### src/rtl/fetch_unit_if.sv
// Instruction-memory bus between the fetch stage (master) and the memory (slave).
// Word-addressed read; the slave returns data for im_addr in the same cycle.
interface fetch_unit_if #(
  parameter int XLEN  = 32,
  parameter int IM_AW = 6
);
  logic [IM_AW-1:0] im_addr;
  logic [XLEN-1:0]  im_rdata;

  modport master (output im_addr, input  im_rdata);
  modport slave  (input  im_addr, output im_rdata);
endinterface

### src/rtl/fetch_unit.sv
// Single-stage instruction fetch: PC register, IR with its PC and valid, redirect/flush.
// Optional misaligned-redirect trap enabled by defining FETCH_MISALIGN_TRAP_EN.
module fetch_unit #(
  parameter int              XLEN     = 32,
  parameter int              IM_AW    = 6,
  parameter logic [XLEN-1:0] RESET_PC = 32'h0000_0000,
  parameter logic [XLEN-1:0] NOP_INST = 32'h0000_0013
) (
  input  logic            clk,
  input  logic            rst,
  input  logic            pc_write,
  input  logic            ir_write,
  input  logic            redirect,
  input  logic [XLEN-1:0] redirect_pc,
  fetch_unit_if.master    im,
  output logic [XLEN-1:0] pc_out,
  output logic [XLEN-1:0] inst,
  output logic [XLEN-1:0] inst_pc,
  output logic            inst_valid,
  output logic            fetch_misalign
);

  logic [XLEN-1:0] pc_p0;
  logic [XLEN-1:0] inst_p1;
  logic [XLEN-1:0] inst_pc_p1;
  logic            vld_p1;
  logic            ir_load;

`ifdef FETCH_MISALIGN_TRAP_EN
  logic trap_p1;

  // Sticky until reset or an aligned redirect; blocks IR loads meanwhile.
  always_ff @(posedge clk or posedge rst) begin
    if (rst) begin
      trap_p1 <= 1'b0;
    end else if (redirect) begin
      trap_p1 <= |redirect_pc[1:0];
    end
  end

  assign ir_load        = ir_write && !trap_p1;
  assign fetch_misalign = trap_p1;
`else
  logic unused_pc_low;

  assign unused_pc_low  = ^redirect_pc[1:0];
  assign ir_load        = ir_write;
  assign fetch_misalign = 1'b0;
`endif

  // ---- stage 0: fetch PC ----
  always_ff @(posedge clk or posedge rst) begin
    if (rst) begin
      pc_p0 <= RESET_PC;
    end else if (redirect) begin
      pc_p0 <= {redirect_pc[XLEN-1:2], 2'b00};
    end else if (pc_write) begin
      pc_p0 <= pc_p0 + XLEN'(4);
    end
  end

  // ---- stage 1: instruction register ----
  always_ff @(posedge clk or posedge rst) begin
    if (rst) begin
      inst_p1    <= NOP_INST;
      inst_pc_p1 <= RESET_PC;
      vld_p1     <= 1'b0;
    end else if (redirect) begin
      inst_p1    <= NOP_INST;
      inst_pc_p1 <= pc_p0;
      vld_p1     <= 1'b0;
    end else if (ir_load) begin
      inst_p1    <= im.im_rdata;
      inst_pc_p1 <= pc_p0;
      vld_p1     <= 1'b1;
    end
  end

  assign im.im_addr = pc_p0[IM_AW+1:2];
  assign pc_out     = pc_p0;
  assign inst       = inst_p1;
  assign inst_pc    = inst_pc_p1;
  assign inst_valid = vld_p1;

endmodule

### src/flat_wrapper.sv
// flat-port wrapper written by rule: the top's interface ports become plain ports
module fetch_unit_flat 
#(
  parameter int              XLEN     = 32,
  parameter int              IM_AW    = 6,
  parameter logic [XLEN-1:0] RESET_PC = 32'h0000_0000,
  parameter logic [XLEN-1:0] NOP_INST = 32'h0000_0013
)
  (clk, rst, pc_write, ir_write, redirect, redirect_pc, pc_out, inst, inst_pc, inst_valid, fetch_misalign, im_im_addr, im_im_rdata);
  fetch_unit_if #(.XLEN(XLEN), .IM_AW(IM_AW)) im_i ();
  input  logic clk;
  input  logic rst;
  input  logic pc_write;
  input  logic ir_write;
  input  logic redirect;
  input  logic [XLEN-1:0] redirect_pc;
  output logic [XLEN-1:0] pc_out;
  output logic [XLEN-1:0] inst;
  output logic [XLEN-1:0] inst_pc;
  output logic inst_valid;
  output logic fetch_misalign;
  output wire logic [$bits(im_i.im_addr)-1:0] im_im_addr;
  input wire logic [$bits(im_i.im_rdata)-1:0] im_im_rdata;
  assign im_im_addr = im_i.im_addr;
  assign im_i.im_rdata = im_im_rdata;
  fetch_unit #(.XLEN(XLEN), .IM_AW(IM_AW), .RESET_PC(RESET_PC), .NOP_INST(NOP_INST)) u_core (.clk(clk), .rst(rst), .pc_write(pc_write), .ir_write(ir_write), .redirect(redirect), .redirect_pc(redirect_pc), .im(im_i), .pc_out(pc_out), .inst(inst), .inst_pc(inst_pc), .inst_valid(inst_valid), .fetch_misalign(fetch_misalign));
endmodule
### config.mk
export PLATFORM = sky130hd
export DESIGN_NAME = fetch_unit_flat
export DESIGN_NICKNAME = d
export VERILOG_FILES = /design/src/rtl/fetch_unit_if.sv /design/src/rtl/fetch_unit.sv /design/src/flat_wrapper.sv
export SDC_FILE = /design/constraint.sdc
export NUM_CORES = 1
export LEC_CHECK = 0
export BUFFER_PORTS_ARGS = -buffer_cell sky130_fd_sc_hd__buf_2
export CORE_MARGIN = 10
export CORE_UTILIZATION = 44
export CTS_CLUSTER_DIAMETER = 40
export DETAILED_ROUTE_END_ITERATION = 6
export PLACE_DENSITY = 0.77
export SLEW_MARGIN = 20
export SYNTH_ARGS = -nofsm -noshare
export SYNTH_HDL_FRONTEND = slang
export SYNTH_SLANG_ARGS = --single-unit
### constraint.sdc
create_clock -name clk -period 3 [get_ports clk]
set_input_delay 0.45 -clock clk [delete_from_list [all_inputs] [get_ports clk]]
set_output_delay 0.45 -clock clk [all_outputs]
set_load 0.02 [all_outputs]
==> impl_metrics.csv <==
group,metric,value,unit
final_layout,num-fill-cells,824,
critical_path,r2r_slack,920,ps
final_layout,fin_util,0.5740,
power,p_sw_frac,0.3097,
timing,max_freq,481.7,MHz
drt,dr_total_vias,3398,
yosys,ys_ff_latch,93,
final_layout,final_area,5329,um^2
timing,post-route-period-util,0.6921,
critical_path,cp_slowest_stage_delay,560,ps
placed_design,hpwl,8.489,mm
yosys,yosysSeqAreaShare,0.5505,
power,finalPower,3.003,mW
grt,gr-usage-met2,0.2486,
timing,slew_violations,0,
cts,hold_buffers,0,
power,combPwrFrac,0.200,
drt,routed_via_density,5.110,
timing,setup_viol,0,
timing,tns,0,ps
floorplanning,die-area,13950,um^2
cts,post_cts_buffers,0,
timing,hold_viol,0,
timing,worst_slack,923.8,ps
floorplanning,start_util,0.4561,
final_layout,final_nets,601,
critical_path,cp.required,3260,ps
floorplanning,io_pins,173,
power,irDropWorstVdd,0.3319,mV
yosys,avgSynthCellArea,11.14,um^2
power,power.leakage,2.598,nW
final_layout,antenna_cells,0,
critical_path,crit_chain,"and4_1, nand3_2, or4_1, a31oi_1",
cts,cts_root_buffer,"clkbuf_8",
power,intPower,2.073,mW
critical_path,worstPathMaxFanout,18,
drt,postRouteAntennaNets,0,
cts,cts_buffer_depth,2,
floorplanning,die-width,118.1,um
critical_path,crit_path_end_kind,"flop",
yosys,syn_inst,380,
min_path,hold_path_class,"in -> async",
grt,first_global_vias,3444,
grt,antenna_found_initial,0,
grt,grt_start_max_net_pins,65,
cts,path_clk_slew,110,ps
cts,cts_sinks,93,
timing,tightest_slew,794.3,ps
power,clkPwrFrac,0.311,
grt,grtUsageMet3,0.05132,
timing,maxSlewHeadroom,0.4705,
final_layout,regArea,2331,um^2
final_layout,synthToLayoutAreaGrowth,25.86,%
final_layout,multi_input_area,1722,um^2
critical_path,cpMaxStageDelayCell,"or4_1",
timing,skew,19.16,ps
cts,cts_buffers,9,
placed_design,portBuffers,165,
drt,drcViolationCount,0,
drt,drtIter0Drc,158,
placed_design,placed_cell_area,5107,um^2
grt,grt-busiest-layer,"met2",
drt,wirelength,11.36,mm
yosys,netlist-cell-type-count,31,
yosys,synth_warnings,0,
drt,avgRoutedWirePerCell,17.08,um
cts,htree_levels,3,
grt,grt_pass1_wl,18.24,mm
drt,first_pass_iters,4,
floorplanning,fp.coreArea,9284,um^2
outcome,status,"completed",
timing,rsz0062_at_grt,"no",
power,power_density,563.6,nW/um^2
critical_path,crit_arrival,2340,ps
floorplanning,die_h,118.1,um
power,p_sw,930.1,uW
placed_design,dp_slack,780.1,ps
grt,gr-total-overflow,0,
floorplanning,num_rows,35,
critical_path,worst-path-buf-inv,0,
critical_path,crit_family,"simple AND/OR/NAND/NOR gates",
timing,period_needed,2076,ps
grt,track_usage,0.1582,
power,seqPwrFrac,0.489,
cts,clock_latency,360,ps
run,max_cap_viol_count,0,
yosys,synth_area,4234,um^2
final_layout,final_layout_size_suffix_gt1_frac,0.4142,
critical_path,cp-start-kind,"flop",
grt,grt_use_met1,0.2015,
critical_path,crit_type,"reg -> reg",
cts,cts_resized,0,
cts,cts_tree,"built",
placed_design,place_congestion,0.8199,
[cell usage after synthesis, drive strengths merged]
master  number  area (um^2)
mux2i       33        330.3
and3         4        25.02
o21ai       19        95.09
conb         1        3.750
dfstp        3        78.83
nand4       10        77.57
dfrtp       90         2252
a31oi       15        93.84
o31ai       11        82.58
clkinv       1        3.750
or4         13        97.59
nor2        47        176.4
nand2       30        115.1
and4         6        55.05
o211ai       2        15.01
inv          3        11.26
nand3       10        55.05
xor2        11        96.34
and2         3        18.77
clkbuf      16        60.06
buf         18        128.9
or3          4        25.02
ha           1        12.51
mux2        28        315.3
xnor2        1        8.760
[power groups by stage]
| stage | Combinational (mW) | Clock (mW) | Sequential, mW |
|---|---|---|---|
| 3_5_place_dp | 0.611 | 0 | 1.50 |
| 2_1_floorplan | 0.248 | 0 | 1.62 |
| 4_1_cts | 0.612 | 0.956 | 1.47 |
| 5_1_grt | 0.655 | 1.01 | 1.49 |
| 6_report | 0.600 | 0.934 | 1.47 |
| 3_3_place_gp | 0.600 | 0 | 1.49 |
[final timing paths]
path	cells past startpoint	end	startpoint
worst max-delay path	4	u_core.pc_out[27]$_DFFE_PP0N_	u_core.pc_out[6]$_DFFE_PP0N_
worst min-delay path	2	u_core.inst[14]$_DFFE_PP0P_	rst
worst max register to register	4	u_core.pc_out[27]$_DFFE_PP0N_	u_core.pc_out[6]$_DFFE_PP0N_
worst min register to register	1	u_core.inst_pc[10]$_DFFE_PP0P_	u_core.inst_pc[10]$_DFFE_PP0P_
max in group asynchronous	3	u_core.pc_out[27]$_DFFE_PP0N_	rst
min in group clk	3	u_core.pc_out[18]$_DFFE_PP0N_	redirect_pc[18]
[kinds of logic after synthesis]
| logic type | Yosys count | share of synthesized area |
|---|---|---|
| AO/OA/AOI/OAI | 47 | 0.06767 |
| XOR/XNOR | 12 | 0.02482 |
| adder cells (fa/ha/maj) | 1 | 0.002955 |
| buffers and inverters | 38 | 0.04817 |
| flip-flops | 93 | 0.5505 |
| multiplexers | 61 | 0.1525 |
| other | 1 | 0.0008857 |
| AND/OR/NAND/NOR | 127 | 0.1525 |
[cells in the final DEF (no fill, tap or decap), types with 2 or more instances in the layout]
cell type,count
a31oi_1,15
and2_1,3
and3_1,4
and4_1,5
buf_2,165
buf_4,4
bufinv_16,2
clkbuf_8,9
conb_1,5
dfrtp_1,90
dfstp_2,3
inv_1,2
inv_6,2
mux2_2,28
mux2i_1,33
nand2_1,29
nand3_1,9
nand4_1,9
nor2_1,46
o211ai_1,2
o21ai_0,19
o31ai_1,11
or3_1,4
or4_1,13
xor2_1,11
[metrics by stage]
stage               cells  hold WS (ps)
floorplan             384         569.9
finish                665         248.6
global route          665         292.6
global placement      649         463.1
detailed placement    649         490.4
CTS                   665         269.5
[routing by layer]
layer  vias to the layer above  wire length [um]
met5                         -                 0
met4                         0               180
met3                        11               776
met2                       122              5393
met1                      1627              5010
li1                       1638                 -
[cell type report]
class | instances | share of cell area
inverter | 4 | 0.003287
sequential | 93 | 0.4374
clock buffer | 10 | 0.02395
clock inverter | 6 | 0.01761
multi-input combinational | 253 | 0.3231
tap | 129 | 0.03029
timing repair buffer | 170 | 0.1644
[flip-flops by register name, indices dropped and copies added (netlist names)]
name and cells:
u_core.inst_pc 30, u_core.inst 32, u_core.inst_valid 1, u_core.pc_out 30
No activity file was read; power rests on OpenSTA's default activity.
